`src/rtl/gcd_unit_iter.sv`:
```
// Iterative subtract/swap GCD unit with val/rdy request and response channels.
// Define GCD_ZERO_BYPASS_EN to send zero-operand requests straight to DONE on accept.
module gcd_unit_iter #(
    parameter int unsigned p_nbits = 16
) (
    input  logic                   clk,
    input  logic                   reset,
    input  logic                   req_val,
    output logic                   req_rdy,
    input  logic [2*p_nbits-1:0]   req_msg,
    output logic                   resp_val,
    input  logic                   resp_rdy,
    output logic [p_nbits-1:0]     resp_msg
);

`ifdef GCD_ZERO_BYPASS_EN
    localparam bit ZeroBypass = 1'b1;
`else
    localparam bit ZeroBypass = 1'b0;
`endif

    typedef enum logic [1:0] {
        StIdle,
        StCalc,
        StDone
    } state_e;

    state_e             state_q, state_d;
    logic [p_nbits-1:0] a_q, a_d;
    logic [p_nbits-1:0] b_q, b_d;
    logic [p_nbits-1:0] req_a, req_b;

    assign req_a = req_msg[2*p_nbits-1:p_nbits];
    assign req_b = req_msg[p_nbits-1:0];

    always_ff @(posedge clk or negedge reset) begin
        if (!reset) begin
            state_q <= StIdle;
            a_q     <= '0;
            b_q     <= '0;
        end else begin
            state_q <= state_d;
            a_q     <= a_d;
            b_q     <= b_d;
        end
    end

    // Handshake outputs depend only on state_q, never on req_val/resp_rdy.
    always_comb begin
        state_d  = state_q;
        a_d      = a_q;
        b_d      = b_q;
        req_rdy  = 1'b0;
        resp_val = 1'b0;
        resp_msg = '0;
        case (state_q)
            StIdle: begin
                req_rdy = 1'b1;
                if (req_val) begin
                    a_d     = req_a;
                    b_d     = req_b;
                    state_d = StCalc;
                    if (ZeroBypass && ((req_a == '0) || (req_b == '0))) begin
                        a_d     = req_a | req_b;
                        b_d     = '0;
                        state_d = StDone;
                    end
                end
            end
            StCalc: begin
                if (a_q < b_q) begin
                    a_d = b_q;
                    b_d = a_q;
                end else if (b_q != '0) begin
                    a_d = a_q - b_q;
                end else begin
                    state_d = StDone;
                end
            end
            StDone: begin
                resp_val = 1'b1;
                resp_msg = a_q;
                if (resp_rdy) begin
                    state_d = StIdle;
                end
            end
            default: begin
                state_d = StIdle;
            end
        endcase
    end

endmodule

```
`config.mk`:
```
export PLATFORM = sky130hd
export DESIGN_NAME = gcd_unit_iter
export DESIGN_NICKNAME = d
export VERILOG_FILES = /design/src/rtl/gcd_unit_iter.sv
export SDC_FILE = /design/constraint.sdc
export NUM_CORES = 1
export LEC_CHECK = 0
export CAP_MARGIN = 5
export CORE_MARGIN = 2
export CORE_UTILIZATION = 30
export CTS_CLUSTER_DIAMETER = 120
export CTS_CLUSTER_SIZE = 10
export DETAILED_ROUTE_END_ITERATION = 16
export PLACE_DENSITY_LB_ADDON = 0.12
export SYNTH_ARGS = -nofsm -noshare
export SYNTH_HDL_FRONTEND = slang
export SYNTH_SLANG_ARGS = --single-unit
```
`constraint.sdc`:
```
create_clock -name clk -period 3.35 [get_ports clk]
set_input_delay 0.5025 -clock clk [delete_from_list [all_inputs] [get_ports clk]]
set_output_delay 0.5025 -clock clk [all_outputs]
set_load 0.05 [all_outputs]
```
== After elaboration in Yosys (flattened, before gate mapping) ==
Cells that the tools add are included.
Widths: inputs -> output; s select.
Word-level totals
  register bits: 34
  output and inout port bits: 18
  input port bits: 36
Operators by class
  magnitude comparators: 1
  reduce and logical (&&, ||, !) cells: 6
  add/sub/neg operators: 1
  equality and inequality tests: 8
  mux-type cells: 15
Operators with widths (count)
  $mux 16: 6
  $pmux 16 s2: 2
  $lt 16x16->1: 1
  $reduce_bool 16->1: 1
  $sub 16x16->16: 1
  $ne 2x2->1 const B: 5
  $mux 2: 4
  $pmux 2 s3: 1
  $reduce_and 3->1: 2
  $reduce_and 4->1: 1
  $ne 3x3->1 const B: 1
  $eq 2x1->1 const B: 1
  $eq 2x2->1 const B: 1
  $logic_not 2->1: 1
  $mux 1: 2
  $reduce_bool 2->1: 1

== Longest topological paths before layout ==
  depth after elaboration: 4
  gate-level depth with buffers: 12
  depth with buffers taken out: 11

== Least setup slack after synthesis ==
OpenSTA, ideal clock, no wires.
  path type: register to register
  start: reg a_q[0]
  end: reg a_q[15]
  stages on the path, launching flop included: 13
  arrival time: 2279 ps
  setup slack: 945 ps
  library setup time: 126 ps
  clock period less this slack: 2405 ps
  path buffers: 1
  path through: dfrtp_1 -> inv_1 -> ha_1 -> fa_1 -> nor2b_1 -> o31ai_1 -> o21ai_2 -> a21oi_4 -> a21boi_4 -> inv_4 -> buf_8 -> nor2_1 -> a21oi_2
Between the ends
  longest elaborated chain between the ends: 4
Ends and longest elaborated chain
  start, declared: RTL line 29  | logic [p_nbits-1:0] a_q, a_d;
  start signal, assigned: RTL line 39  | a_q <= '0;
  start signal, assigned: RTL line 43  | a_q <= a_d;
  $sub 16x16->16: RTL line 75  | a_d = a_q - b_q;
  $mux 16: RTL line 74  | end else if (b_q != '0) begin
  $mux 16: RTL line 71  | if (a_q < b_q) begin
  $pmux 16 s2: RTL line 56  | case (state_q)
Parallel ways exist; a longest one is shown, timed or not. The select of a mux whose other input is x is not followed.
A chain may end at the register's enable or synchronous reset.

== Worst setup path in the final report ==
  start: reg b_q[0]
  end: reg a_q[5]
Between the ends
  longest elaborated chain between the ends: 4
Ends and longest elaborated chain
  start, declared: RTL line 30  | logic [p_nbits-1:0] b_q, b_d;
  start signal, assigned: RTL line 40  | b_q <= '0;
  start signal, assigned: RTL line 44  | b_q <= b_d;
  $sub 16x16->16: RTL line 75
  $mux 16: RTL line 74
  $mux 16: RTL line 71
  $pmux 16 s2: RTL line 56
Parallel ways exist; a longest one is shown, timed or not. The select of a mux whose other input is x is not followed.

==> flow_metrics.py <==
metrics = {
    "finish": {
        "drive_above_1_share_pct": 9.92,
        "antenna_cells": 0,
        "syn_to_final_growth_pct": 27.6,
        "finish.net_count": 435,
        "fin_util_pct": 39.7,
    },
    "synthesis": {
        "synth_cells": 328,
        "synth_xor_area_share_pct": 3.52,
        "synthSimpleGateAreaFrac_pct": 19.2,
        "synth_top_cells_by_count": "o21ai_0 (42), nand2_1 (39), dfrtp_1 (34)",
        "post_synth_num_cell_types": 52,
        "synth_top_flop_cell": "dfrtp_1",
        "synthMostInstantiatedCell": "o21ai_0",
        "syn-cell-area_um2": 2740,
        "synth_top_family_by_area": "compound AO/OA/AOI/OAI gates",
        "postSynthNetCount": 381,
        "synth_seq_area_share_pct": 31.1,
        "yosys.area.top_type_share_pct": 31.1,
        "muxShareOfSynthArea_pct": 5.85,
        "synth_largest_area_cell": "dfrtp_1",
        "share_of_synthesized_cell_area_in_full_adder_half_adder_and_majority_cells_pct": 8.04,
        "syn_area_per_cell_um2": 8.35,
        "synth.yosys.warnings": 0,
        "compound_gate_fraction_of_synth_area_pct": 26.5,
        "synth.top_cells.by_area": "dfrtp_1 (31%), o21ai_0 (7.7%), ha_1 (7.3%)",
        "post_synth_edffs": 0,
        "ys_async_sr_fraction_pct": 100,
        "synth_seq_cells": 34,
    },
    "cts": {
        "cts.reportedPaths.clkPinSlew_ns": 0.07,
        "cts.sink_count": 34,
        "number_of_gates_given_a_new_drive_strength_after_cts": 0,
        "cts-buffers-inserted": 5,
        "tritoncts_clock_tree": "built",
        "quantity_of_hold_fixing_buffers_added_after_cts": 0,
        "cts.root.buffer_cell": "clkbuf_8",
        "cts_h_tree_depth": 2,
        "cts_setup_buffers": 0,
        "cts_buffer_depth": 2,
        "clk_latency_ns": 0.28,
    },
    "global_routing": {
        "number_of_global_route_vias_before_repair": 2551,
        "global_route_usage_sum_pct": 17.3,
        "global_route_wire_length_before_repair_um": 13600,
        "grt_max_degree": 35,
        "overflow_left_after_global_routing": 0,
        "antenna_found_initial": 0,
    },
    "setup_path": {
        "worst_setup_path_end": "a_q[5]",
        "worst_ep_required_time_ns": 3.51,
        "arrival_ns": 2.99,
        "worst-r2r-cell-count": 10,
        "reg2reg_to": "a_q[5]",
        "worstSetupStartpointType": "register",
        "reg2reg_slack_ns": 0.52,
        "setup.worst_path.end_class": "register",
        "rr_startpoint": "b_q[0]",
        "setup.worst_path.start": "b_q[0]",
        "critPathMaxFanout": 19,
        "crit_type": "reg2reg",
    },
    "detailed_routing": {
        "post_drt_wl_per_cell_um": 16.7,
        "dr.first_iter.drc_count": 86,
        "final_antenna_net_count": 0,
        "via_per_inst": 5.14,
        "wirelength_um": 8200,
        "detail_route.drc_violations": 0,
        "drtPass1Iterations": 4,
        "via_count": 2525,
    },
    "status": {
        "outcome": "finished, final reports clean",
    },
    "power_and_ir_drop": {
        "leakage_nw": 1.42,
        "ir_worst_vdd_mv": 0.394,
        "p_per_area_nw_per_um2": 1200,
    },
    "sta": {
        "fin_crit_ns": 2.83,
        "final.period_utilization_pct": 84.6,
        "setup_viol": 0,
        "slew_headroom_pct": 51.4,
        "hold_violations_final": 0,
        "finalClockSkew_ns": 0.00679,
        "timing_max_transition_violations_final": 0,
        "fmax_mhz": 353,
        "setup_repair_after_global_routing_missed_its_margin": "no",
        "final.setup.tns_ns": 0,
        "worst_pin_slew_ns": 0.729,
    },
    "floorplan": {
        "overall_die_area_um2": 9910,
        "placement_rows": 34,
        "floorplan.die.height_um": 99.5,
        "die_width_um": 99.5,
        "ioPinCount": 54,
        "start_util_pct": 31.1,
        "placeable_core_region_um2": 8810,
    },
    "placement": {
        "gpl.final_weighted_congestion": 0.844,
        "dpl.hpwl_um": 6300,
        "buffer_ports.inserted": 53,
    },
    "hold_path": {
        "hold_path_depth": 2,
        "worst_hold_path_type": "reg2reg",
    },
    "flow_run": {
        "max_cap_violations": 0,
    },
}
cell type report:
cell class              instances  area, µm²
flip-flops and latches         34        851
repair buffers                 60        583
fillers                       898       5310
multi-input cells             259       1730
well taps                     108        135
inverters                      22       85.1
clock buffers                   8        110
per-layer routing:
layer  part of all wire, %  track usage (%)
met5                     0                0
met4                  0.60             2.85
met3                   3.0             2.53
met2                    46             27.3
met1                    51             25.3
per-stage QoR:
step	worst slack, ns	power (mW)	std cells	hold WS (ns)	instance area (µm²)
after floorplan	0.945	3.15	328	0.207	2740
after global placement	0.561	3.83	483	0.495	3380
after detailed placement	0.546	3.85	483	0.510	3380
after CTS	0.524	4.21	491	0.527	3490
after global routing	0.263	4.65	491	0.577	3490
final	0.516	4.19	491	0.523	3490
worst min-delay path by stage:
stage | from | to | slack (ns)
after floorplan | reset | a_q[0] | 0.21
after global placement | b_q[3] | b_q[3] | 0.50
after detailed placement | b_q[3] | b_q[3] | 0.51
after CTS | b_q[3] | b_q[3] | 0.53
after global routing | b_q[10] | b_q[10] | 0.58
final | b_q[3] | b_q[3] | 0.52
cell usage in the layout, fill, tap and decap left out, drive strengths merged, types with 2 or more instances in the layout:
cell type       n
and2           15
buf             7
a211oi         10
nor2b           6
xnor2           5
o31ai           2
inv            22
mux2i          16
nand3           8
nand2b          2
a21oi          17
clkbuf          8
o21ai          50
ha             16
o221ai          2
o211ai          3
o22ai           5
dfrtp          34
xor2            6
nand2          39
a21o            2
nor3            5
nand4           3
o21a            3
clkdlybuf4s50  53
nor2           24
nor4            5
a21boi          2
worst max-delay path, cell delays in order (launching register included):
cell and delay [ns]:
dfrtp_1 0.42, ha_1 0.23, fa_1 0.38, nor2b_1 0.24
o31ai_1 0.15, o21ai_2 0.25, a21oi_4 0.14, a21boi_4 0.43
inv_4 0.21, o21ai_0 0.14, o21ai_0 0.10
flip-flops by register name (all words and copies together) (netlist names):
name and flops:
b_q 16, state_q 2, a_q 16
cell families after synthesis:
kind of cell	Yosys count
mux	16
flops	34
xor+xnor	11
fa+ha+maj	17
simple gates	110
buf+inv	35
compound gates	105
report_power, final:
group	leakage, nW	switching, mW	internal, mW
registers	0.414	0.223	0.644
logic	0.952	1.70	1.26
clock network	0.0575	0.156	0.208
Power figures use the tool's default switching activity.
